### config.mk
export PLATFORM = sky130hd
export DESIGN_NAME = dkong_audio_mixer
export DESIGN_NICKNAME = d
export VERILOG_FILES = /design/src/rtl/dkong_audio_mixer.sv
export SDC_FILE = /design/constraint.sdc
export NUM_CORES = 1
export LEC_CHECK = 0
export CORE_AREA = 2 2 222 224
export DETAILED_ROUTE_END_ITERATION = 12
export DIE_AREA = 0 0 224 226
export GPL_ROUTABILITY_DRIVEN = 0
export MAX_ROUTING_LAYER = met4
export PLACE_DENSITY = 0.49
export SYNTH_ARGS = -nofsm -noshare
export SYNTH_HDL_FRONTEND = slang
export SYNTH_SLANG_ARGS = --single-unit
### constraint.sdc
create_clock -name W_CLK_24576M -period 12.9 [get_ports W_CLK_24576M]
set_clock_uncertainty 0.1 [all_clocks]
set_input_delay 1.935 -clock W_CLK_24576M [delete_from_list [all_inputs] [get_ports W_CLK_24576M]]
set_output_delay 1.935 -clock W_CLK_24576M [all_outputs]
set_load 0.005 [all_outputs]
### src/rtl/dkong_audio_mixer.sv
// dkong_audio_mixer: N-channel sample mixer for the end of the sound board.
// One sample tick per CLK_DIV clocks; inputs are snapshotted, run through a
// time-multiplexed multiply-accumulate (one channel per clock), scaled by the
// gain unity point, saturated to OUT_W and presented with a one-cycle strobe.
// Optional build macro DKONG_MIX_DCBLOCK_EN inserts a one-pole DC blocker
// (pole shift DC_SHIFT) after saturation, adding one cycle of latency.
module dkong_audio_mixer #(
   parameter int unsigned NUM_CH   = 4,
   parameter int unsigned IN_W     = 16,
   parameter int unsigned GAIN_W   = 8,
   parameter int unsigned OUT_W    = 16,
   parameter int unsigned CLK_DIV  = 512,
   parameter int unsigned DC_SHIFT = 10
) (
   input  logic                     W_CLK_24576M,
   input  logic                     W_RESET,
   input  logic [NUM_CH*IN_W-1:0]   I_CH_DAT,
   input  logic [NUM_CH*GAIN_W-1:0] I_CH_GAIN,
   input  logic [NUM_CH-1:0]        I_CH_EN,
   input  logic                     I_MUTE,
   output logic [OUT_W-1:0]         O_SOUND_DAT,
   output logic [OUT_W-1:0]         O_SOUND_DAT_U,
   output logic                     O_SAMPLE_VLD,
   output logic                     O_CLIP,
   output logic                     O_BUSY
);

   localparam int unsigned PW = IN_W + GAIN_W + 1;
   localparam int unsigned AW = PW + $clog2(NUM_CH);
   localparam int unsigned IW = (NUM_CH > 1) ? $clog2(NUM_CH) : 1;
   localparam int unsigned DW = (CLK_DIV > 1) ? $clog2(CLK_DIV) : 1;
   localparam int unsigned SH = GAIN_W - 1;

   localparam logic [DW-1:0] DIV_LAST = DW'(CLK_DIV - 1);
   localparam logic [IW-1:0] IDX_LAST = IW'(NUM_CH - 1);

   // Output range expressed at accumulator width (AW >= OUT_W for any sane set)
   localparam logic signed [AW-1:0] ACC_MAX = {{(AW-OUT_W+1){1'b0}}, {(OUT_W-1){1'b1}}};
   localparam logic signed [AW-1:0] ACC_MIN = {{(AW-OUT_W+1){1'b1}}, {(OUT_W-1){1'b0}}};

   generate
      if (CLK_DIV < NUM_CH + 3) begin : g_bad_div
         $error("dkong_audio_mixer: CLK_DIV must be >= NUM_CH+3");
      end
      if (DC_SHIFT >= 32) begin : g_bad_shift
         $error("dkong_audio_mixer: DC_SHIFT out of range");
      end
   endgenerate

`ifdef DKONG_MIX_DCBLOCK_EN
   typedef enum logic [2:0] {S_IDLE, S_SNAP, S_ACC, S_OUT, S_FLT} state_t;
`else
   typedef enum logic [1:0] {S_IDLE, S_SNAP, S_ACC, S_OUT} state_t;
`endif

   state_t                   state;
   logic [DW-1:0]            div_cnt;
   logic                     tick;
   logic [IW-1:0]            idx;
   logic signed [AW-1:0]     acc;

   logic signed [IN_W-1:0]   snap_dat  [NUM_CH];
   logic [GAIN_W-1:0]        snap_gain [NUM_CH];
   logic [NUM_CH-1:0]        snap_en;

   logic signed [PW-1:0]     cur_prod;
   logic signed [AW-1:0]     term;
   logic signed [AW-1:0]     acc_sh;
   logic [OUT_W-1:0]         sat_r;
   logic                     sat_hit;

   assign tick          = (div_cnt == DIV_LAST);
   assign O_SOUND_DAT_U = {~O_SOUND_DAT[OUT_W-1], O_SOUND_DAT[OUT_W-2:0]};

   // Current channel's weighted term, and the scaled/saturated accumulator
   always_comb begin
      cur_prod = PW'(snap_dat[idx]) * PW'($signed({1'b0, snap_gain[idx]}));
      term     = snap_en[idx] ? AW'(cur_prod) : '0;
      acc_sh   = acc >>> SH;
      sat_hit  = 1'b0;
      sat_r    = acc_sh[OUT_W-1:0];
      if (acc_sh > ACC_MAX) begin
         sat_r   = {1'b0, {(OUT_W-1){1'b1}}};
         sat_hit = 1'b1;
      end else if (acc_sh < ACC_MIN) begin
         sat_r   = {1'b1, {(OUT_W-1){1'b0}}};
         sat_hit = 1'b1;
      end
   end

`ifdef DKONG_MIX_DCBLOCK_EN
   localparam int unsigned FW = OUT_W + 4;
   localparam logic signed [FW-1:0] FLT_MAX = {5'b00000, {(OUT_W-1){1'b1}}};
   localparam logic signed [FW-1:0] FLT_MIN = {5'b11111, {(OUT_W-1){1'b0}}};

   logic signed [FW-1:0] x_cur, x_prev, y_prev, flt_y;
   logic [OUT_W-1:0]     flt_sat;
   logic                 flt_hit, clip_q, mute_q;

   // One-pole DC blocker on the saturated sample, then re-saturation
   always_comb begin
      flt_y   = x_cur - x_prev + y_prev - (y_prev >>> DC_SHIFT);
      flt_hit = 1'b0;
      flt_sat = flt_y[OUT_W-1:0];
      if (flt_y > FLT_MAX) begin
         flt_sat = {1'b0, {(OUT_W-1){1'b1}}};
         flt_hit = 1'b1;
      end else if (flt_y < FLT_MIN) begin
         flt_sat = {1'b1, {(OUT_W-1){1'b0}}};
         flt_hit = 1'b1;
      end
   end
`endif

   // Sample divider, snapshot/MAC sequencer and registered outputs
   always_ff @(posedge W_CLK_24576M or posedge W_RESET) begin
      if (W_RESET) begin
         state        <= S_IDLE;
         div_cnt      <= '0;
         idx          <= '0;
         acc          <= '0;
         snap_en      <= '0;
         for (int unsigned i = 0; i < NUM_CH; i++) begin
            snap_dat[i]  <= '0;
            snap_gain[i] <= '0;
         end
         O_SOUND_DAT  <= '0;
         O_SAMPLE_VLD <= 1'b0;
         O_CLIP       <= 1'b0;
         O_BUSY       <= 1'b0;
`ifdef DKONG_MIX_DCBLOCK_EN
         x_cur        <= '0;
         x_prev       <= '0;
         y_prev       <= '0;
         clip_q       <= 1'b0;
         mute_q       <= 1'b0;
`endif
      end else begin
         div_cnt      <= tick ? '0 : div_cnt + 1'b1;
         O_SAMPLE_VLD <= 1'b0;
         O_CLIP       <= 1'b0;
         case (state)
            S_IDLE: begin
               if (tick) begin
                  state  <= S_SNAP;
                  O_BUSY <= 1'b1;
               end
            end
            S_SNAP: begin
               for (int unsigned i = 0; i < NUM_CH; i++) begin
                  snap_dat[i]  <= I_CH_DAT[i*IN_W +: IN_W];
                  snap_gain[i] <= I_CH_GAIN[i*GAIN_W +: GAIN_W];
               end
               snap_en <= I_CH_EN;
               acc     <= '0;
               idx     <= '0;
               state   <= S_ACC;
            end
            S_ACC: begin
               acc <= acc + term;
               if (idx == IDX_LAST) state <= S_OUT;
               else                 idx   <= idx + 1'b1;
            end
`ifdef DKONG_MIX_DCBLOCK_EN
            S_OUT: begin
               // Muted samples still feed the filter, as a zero input
               x_cur  <= I_MUTE ? '0 : {{4{sat_r[OUT_W-1]}}, sat_r};
               clip_q <= !I_MUTE && sat_hit;
               mute_q <= I_MUTE;
               state  <= S_FLT;
            end
            S_FLT: begin
               x_prev       <= x_cur;
               y_prev       <= flt_y;
               O_SOUND_DAT  <= mute_q ? '0 : flt_sat;
               O_CLIP       <= !mute_q && (clip_q || flt_hit);
               O_SAMPLE_VLD <= 1'b1;
               O_BUSY       <= 1'b0;
               state        <= S_IDLE;
            end
`else
            S_OUT: begin
               O_SOUND_DAT  <= I_MUTE ? '0 : sat_r;
               O_CLIP       <= !I_MUTE && sat_hit;
               O_SAMPLE_VLD <= 1'b1;
               O_BUSY       <= 1'b0;
               state        <= S_IDLE;
            end
`endif
            default: state <= S_IDLE;
         endcase
      end
   end

endmodule

# Word level (Yosys, flattened, before mapping)
# Cells that the tools add are included.
# word_totals
reg_bits	159
in_bits	103
out_inout_bits	35
# op_classes
n_addsub	3
mul	1
magnitude_cmp	4
eq_ne	8
n_mux	25
bitwise	2
reduce_logical	8
# op_table
operator	count
2-to-1 mux 16 bit	5
case mux 27 bit (2 select lines)	1
binary-select mux 16 bit (select 2 bit)	1
adder 27 bit	1
2-to-1 mux 27 bit	1
multiplier 16 x 9 -> 25 bit	1
> comparator 20 x 16 -> 1 bit (second input constant)	1
< comparator 20 x 16 -> 1 bit (second input constant)	1
binary-select mux 8 bit (select 2 bit)	1
2-to-1 mux 8 bit	2
adder 9 x 1 -> 9 bit (second input constant)	1
equality test 9 bit (second input constant)	1
2-to-1 mux 9 bit	1
case mux 2 bit (4 select lines)	1
equality test 2 bit (second input constant)	3
2-to-1 mux 1 bit	6
2-to-1 mux 2 bit	3
inequality test 2 bit (second input constant)	3
AND reduction 2 bit	3
case mux 2 bit (2 select lines)	1
nonzero test 2 bit	2
>= comparator 3 bit (second input constant)	1
< comparator 2 x 3 -> 1 bit (second input constant)	1
NOT 2 -> 3 bit	1
other kinds (8)	8

# Logic depth before layout (Yosys ltp)
# Gate-level depths: netlist of run 1.
# logic_depth
word_depth	8
ltp_mapped	32

# Worst setup path before layout of run 1
# OpenSTA, ideal clock, no wires.
# synth_timing
path_type	flip-flop to flip-flop
startpoint	register idx[0]
endpoint	register acc[24]
setup_ns	0.121
t_arrival_ns	7.724
required_time_ns	12.679
slack_ns	4.955
stages_incl_launch_ff	29
path_buffers	2
period_less_slack_ns	7.945
cell_sequence	dfrtp_1 clkbuf_1 buf_1 mux4_2 and2_1 ha_1 fa_1 fa_1 inv_1 fa_1 inv_1 ha_1 or3_1 or2_1 a2111oi_2 o31ai_1 a2111oi_0 nor3_1 xnor2_1 nor2_1 ha_1 and4_1 and2_1 nand2_1 a211oi_1 o31ai_1 a21boi_1 o31ai_1 a22o_1
# synth_between
elab_chain_len	8
word_cells_on_any_way	13
classes_between	add/sub (1); mul (1); mux (10); bitwise (1)
# synth_rtl
element	line	rtl
from (decl)	59	logic [IW-1:0] idx;
from (signal assigned)	162	else idx <= idx + 1'b1;
NOT 2 -> 3 bit (implied by the code)	77	cur_prod = PW'(snap_dat[idx]) * PW'($signed({1'b0, snap_gain[idx]}));
binary-select mux 16 bit (select 2 bit) / binary-select mux 8 bit (select 2 bit) (equally long branches)	77	
2-to-1 mux 16 bit (implied by the code) / 2-to-1 mux 8 bit (equally long branches) (2 in a row)	77	
multiplier 16 x 9 -> 25 bit	77	
2-to-1 mux 27 bit (*)	78	term = snap_en[idx] ? AW'(cur_prod) : '0;
adder 27 bit (*)	160	acc <= acc + term;
case mux 27 bit (2 select lines) (*)	142	case (state)
to (signal assigned)	160	
to (decl)	60	logic signed [AW-1:0] acc;
# Mark *: on every way between the ends. The rest lies on a longest branch, timed or not. The select of a mux whose other input is x is not followed.
# A chain may end at the register's enable or synchronous reset.

# Worst setup path after layout of run 1
# Ends and elaborated chain as after synthesis.

==> run metrics, run 1 <==
post-synthesis simple-gate area fraction 11.1%; Seq/Total Area, Yosys 30.9%; width of the die 224 um; P per Cell Area 68.7 nW/um2; CP max stage delay 0.96 ns; area leader, netlist dfrtp_1; total global routing overflow 0; Skew-Pair Late Insertion Delay 0.47 ns; endpoint class of the critical path register; unrepaired setup endpoints after global routing false; number of CTS-inserted buffers 17; Critical Path Fanout Max 29; full die area 50,600 um2; Compound-Gate Fraction of Synth Area 10.2%; fin crit period 8.34 ns; diodes inserted 0; Layout Nets 1,626; Starting Density 26.6%; Hold Buf Count CTS 0; Fmax 120 MHz; status finished, final reports clean; vias post-DR 8,847; CP top delay family adder cells; final period utilization 64.7%; DR iter-0 viols 344; final setup fails 0; largest family of logic cells by synthesized area adder cells; Post-synth EDFFs 0; top-area cell type share of the netlist area 30.9%; Yosys Warn Count 0; DR vias/cell 4.49; dpl cells 1,940; clock sink count 159; Port Buf Inserts 137; Most used DFF post-synth dfrtp_1; share of cells above drive strength 1 13.6%; met2 Use GR 18.9%; Max IR drop VDD 73.8 uV; Yosys cell types 76; Cell Area, Synth 12,900 um2; Overall Power 1.06 mW; max-cap viol count 0; WP data required 13.16 ns; buffer depth of the longest clock path 2; Post-Layout Cell Count 1,972; First-pass DRT Iterations 4; setup TNS 0 ns; Post-Synth Adder-Cell Area 24.1%; Slew Limit Fails 0; Total GRT Usage 12.9%; hpwl dp 23,500 um; pre-CTS setup slack 4.48 ns; Routed Antenna Nets 0; core area 48,300 um2; Least-Margin Pin Slew 1.00 ns; Leak 7.53 nW; dominant cells by area after synthesis dfrtp_1 31%, fa_1 16%, mux2_2 8.9%; FFs w/ async S/R, synth 100%; CP dominant cell by count fa_1; drt total wl 29,900 um; slew margin rel. 33.3%; hold crit path type register to register; GRT met1 Usage 18.2%; multiplexer share of the synthesized area 13.5%; Reg clk slew, reported paths 0.08 ns; busiest grt layer met2; register bit total from synthesis 159; Crit path buffers/inverters 3; Final Hold Viols 0; H-tree depth 4; CTS tree done; Syn Nets 1,520; WL/cell 15.1 um; worst setup margin 4.56 ns; largest net degree at the start of global routing 91; cells resized by post-CTS repair 0; first-pass GRT wire length 49,800 um; post-synthesis cell count 1,231; vias in the first global route 9,195; mean post-synth cell area 10.5 um2; Area growth syn-to-layout 19.6%; CP Launch Type register; Rows 81; number of setup buffers added after CTS 0; root buffer cell clkbuf_16; slowest cell on the critical path dfrtp_2; Die Span Y 226 um; Arr. time, crit path 8.60 ns; total I/O pin count 138; Post-Synth XOR/XNOR Area 2.46%; crit path kind register to register; GRT met3 Usage 2.42%; initial antenna violation count 1; drt drc 0
[stage by stage]
stage          utilization (%)  hold WS (ns)  cell area (um2)
3_3_place_gp              30.7         0.348            14800
2_1_floorplan                -         0.333            12900
5_1_grt                   31.9         0.390            15400
4_1_cts                   31.9         0.362            15400
3_5_place_dp              30.7         0.352            14800
6_report                  31.9         0.357            15400
[placed cells by master, fill, tap and decap left out, drive strengths merged, types with 11 or more instances in the layout]
cell	count
ha	83
clkbuf	19
o21a	11
fa	103
a21oi	33
nand2	94
mux2	103
nor3	15
and2	67
clkdlybuf4s50	137
o22ai	15
o21ai	28
nand3	12
xnor2	20
a22o	17
mux4	24
xor2	11
inv	201
a21o	14
nor2	59
dfrtp	159
[final timing paths]
kind | startpoint | depth (start not counted) | slack [ns] | end
setup / recovery | idx[0]$_DFFE_PP0P_ | 27 | 4.56 | acc[24]$_DFFE_PP0P_
hold / removal | div_cnt[0]$_DFF_PP0_ | 1 | 0.36 | div_cnt[0]$_DFF_PP0_
hold reg to reg | div_cnt[0]$_DFF_PP0_ | 1 | 0.36 | div_cnt[0]$_DFF_PP0_
min in group asynchronous | W_RESET | 2 | 1.89 | snap_gain[0]$_DFFE_PP0P_
max in group asynchronous | W_RESET | 3 | 9.31 | O_SOUND_DAT[0]$_DFFE_PP0P_
setup reg to reg | idx[0]$_DFFE_PP0P_ | 27 | 4.56 | acc[24]$_DFFE_PP0P_
[flip-flops by register name, summed over array words and instances, names as in the netlist]
register	count
snap_en	4
acc	27
O_CLIP	1
O_SAMPLE_VLD	1
O_BUSY	1
state	2
div_cnt	9
snap_dat	64
O_SOUND_DAT	16
snap_gain	32
idx	2
[cell families (layout without fill, tap and decap cells)]
group	Yosys count	count (layout)
mux	131	131
xor+xnor	33	33
fa+ha+maj	186	186
compound gates	182	182
buf+inv	250	369
simple gates	290	290
flops	159	159
[where the power goes]
part	leakage (nW)	total [mW]	switching [mW]	internal [mW]
Sequential	2.12	0.498	0	0.498
Clock	0.274	0.516	0.243	0.273
Combinational	5.13	0.0439	0.0165	0.0274
Total	7.53	1.06	0.259	0.799
[final cells by class]
cell class / count / area, um2
clock buffers: 19 / 433
clock inverters: 13 / 146
fillers: 4965 / 32900
inverters: 194 / 733
multi-input cells: 822 / 7920
flip-flops and latches: 159 / 3980
well taps: 622 / 778
repair buffers: 143 / 1420
[synthesized netlist by cell type, types with 17 or more instances]
library cell  count
mux2_2          102
fa_1            103
inv_1           194
nand2_1          94
and2_1           67
a21oi_1          33
nor2_1           57
a22o_1           17
ha_1             83
mux4_2           24
clkbuf_1         34
o21ai_0          26
dfrtp_1         159
xnor2_1          20
[layer usage]
| metal | up-vias | part of all wire, % |
|---|---|---|
| met5 | - | 0 |
| met4 | 0 | 1.3 |
| met3 | 24 | 3.5 |
| met2 | 171 | 43 |
| met1 | 4329 | 52 |
| li1 | 4323 | - |
No activity file was read; power rests on OpenSTA's default activity.
==> run 2, diff against run 1 <==
Clock period 12.9 ns to 7.8 ns, I/O delays scaled along.
==> run 2 against run 1 <==
Sequential cell count unchanged. First-iteration DRC count up 7.8%. Worst hold slack better by 0.0018 ns. Non-clock buffer count is 38 higher. Combinational power rose by 64%. Core utilization increased by 0.81 points. Sequential share of layout area decreased by 0.64 points. Critical path type unchanged. Fmax is 11% higher. Routed wire length is 2.8% higher.
==> run metrics, run 2 (synthesis gave the netlist of run 1 again) <==
Layout Nets 1,664 (+2.3%); Least-Margin Pin Slew 0.948 ns (-0.0527 ns); initial antenna violation count 1 (unchanged); endpoint class of the critical path register; Finished Cell Area 15,800 um2 (+2.6%); DR vias/cell 4.47 (-0.26%); Reg clk slew, reported paths 0.08 ns (about the same); final setup fails 0 (unchanged); First-pass DRT Iterations 4 (unchanged); Fmax 133 MHz (+11%); slew margin rel. 36.5% (+3.3 points); status finished, final reports clean; total global routing overflow 0 (unchanged); Slew Limit Fails 0 (unchanged); largest net degree at the start of global routing 97 (+6.6%); met3 wire length 1170 um (+13%); drt drc 0 (unchanged); Die Span Y 226 um (unchanged); Total GRT Usage 13.2% (+0.29 points); fin crit period 7.51 ns (-0.830 ns); top routing layer used met4; share of cells above drive strength 1 17.1% (+3.4 points); placed cell area 15,000 um2 (+1.2%); slowest cell on the critical path fa_1; Starting Density 26.6% (unchanged); sequential share of power 47.4% (+0.3 points); r2r startpoint idx[0]$_DFFE_PP0P_; number of CTS-inserted buffers 17 (unchanged); Critical Path Fanout Max 15 (-48%); fin util 32.7% (+0.81 points); first-pass GRT wire length 50,700 um (+1.7%); R2R Setup Slk 0.29 ns (-4.27 ns); Worst Hold Path Cells 1 (unchanged); Overall Power 1.74 mW (+64%); most common cell after layout, fill and taps aside inv_1; Final Hold Viols 0 (unchanged); final period utilization 96.3% (+32 points); hold path endpoint div_cnt[0]$_DFF_PP0_; total I/O pin count 138 (unchanged); Port Buf Inserts 137 (unchanged); max reg flops 64 (unchanged); commonest cells after routing, fill and taps aside 193 x inv_1, 158 x dfrtp_1, 137 x clkdlybuf4s50_1; Int Pwr 1.30 mW (+63%); Area growth syn-to-layout 22.6%; leading registers by flop count snap_dat (64), snap_gain (32), acc (27); clock sink count 159 (unchanged); Sw Ratio 25.1% (+0.62 points); Arr. time, crit path 7.77 ns (-0.83 ns); vias post-DR 8,994 (+1.7%); Rows 81 (unchanged); WL/cell 15.3 um (+0.85%); max-cap viol count 0 (unchanged); full die area 50,600 um2 (unchanged); diodes inserted 0 (unchanged); R2R cell count 32 (+19%); WP data required 8.06 ns (-5.10 ns); hold crit path type register to register; CP max stage delay 0.59 ns (-0.37 ns); Hold Path Origin div_cnt[0]$_DFF_PP0_; H-tree depth 4 (unchanged); hpwl dp 24,300 um (+3.5%); buffer depth of the longest clock path 2 (unchanged); Max IR drop VDD 103 uV (+39%); Net Sw Power 0.437 mW (+68%); root buffer cell clkbuf_16; metal2 WL 13,700 um (+5.9%); core area 48,300 um2 (unchanged); M1 WL 15,500 um (+0.13%); P per Cell Area 110 nW/um2 (+60%); CP dominant cell by count buf_4; drt total wl 30,700 um (+2.8%); DR iter-0 viols 371 (+7.8%); width of the die 224 um (unchanged); Routed Antenna Nets 0 (unchanged); CP Launch Type register; most flop-heavy register snap_dat; unrepaired setup endpoints after global routing true; Clk pwr share 48.5% (-0.3 points); Skew-Pair Late Insertion Delay 0.47 ns (about the same); CTS tree done; Leak 7.74 nW (+2.9%); Comb pwr share 4.1% (about the same); crit path kind register to register; reg2reg end acc[24]$_DFFE_PP0P_; vias in the first global route 9,347 (+1.7%)
-- run 2: cell types whose count changed in the layout (fill, tap and decap cells not counted), sizes merged --
cell and delta:
clkinvlp -1, buf +38, inv +2, bufinv -1
clkbuf -1, clkinv +1
-- run 2: per-layer routing --
layer | track usage (%) | vias up
met5 | - | -
met4 | 3.16 | 0
li1 | - | 4407
met3 | 2.35 | 16
met2 | 19.8 | 165
met1 | 18.4 | 4406
-- run 2: final cells by class --
| type | instances | area [um2] |
|---|---|---|
| fill | 4941 | 32500 |
| multi-input combinational | 822 | 8000 |
| sequential | 159 | 3980 |
| timing repair buffer | 181 | 1730 |
| tap | 622 | 778 |
| inverter | 194 | 733 |
| clock buffer | 18 | 439 |
| clock inverter | 14 | 138 |
-- run 2: power by group through the flow --
stage	sequential, mW	combinational, mW	clock (mW)
final	0.824	0.0719	0.843
after detailed placement	0.840	0.0745	0
after CTS	0.824	0.0746	0.876
after floorplan	0.840	0.0124	0
after global routing	0.823	0.0792	0.912
after global placement	0.840	0.0746	0
-- run 2: stage by stage --
stage / hold WS [ns] / instances / TNS, ns / setup WS, ns
floorplan: 0.333 / 1231 / 0 / 0.116
global placement: 0.349 / 1961 / 0 / 0.202
detailed placement: 0.355 / 1961 / 0 / 0.101
CTS: 0.366 / 1993 / 0 / 0.0984
global route: 0.391 / 2010 / -0.226 / -0.0886
finish: 0.359 / 2010 / 0 / 0.286
-- run 2: how the worst max path moves through the flow --
stage | from | to | depth (start not counted)
final | idx[0]$_DFFE_PP0P_ | acc[24]$_DFFE_PP0P_ | 32
after global routing | idx[0]$_DFFE_PP0P_ | acc[24]$_DFFE_PP0P_ | 29
after detailed placement | idx[0]$_DFFE_PP0P_ | acc[25]$_DFFE_PP0P_ | 28
after floorplan | idx[0]$_DFFE_PP0P_ | acc[24]$_DFFE_PP0P_ | 30
after CTS | idx[0]$_DFFE_PP0P_ | acc[25]$_DFFE_PP0P_ | 27
after global placement | idx[0]$_DFFE_PP0P_ | acc[25]$_DFFE_PP0P_ | 28
-- run 2: what timing repair did --
item                                    4_1_cts  5_1_grt
buffers inserted                              0       17
resized for setup                             0       18
hold buffers                                  0        0
endpoints found under the setup margin        0        6
-- run 2: worst max-delay path, delay by kind of cell (launching register included) --
family                   cells  cell delay, ns
AO/OA/AOI/OAI               12            2.37
XOR/XNOR                     1            0.15
adder cells (fa/ha/maj)      6            2.25
buffers and inverters        8            0.99
flip-flops                   1            0.40
multiplexers                 1            0.57
AND/OR/NAND/NOR              4            0.53
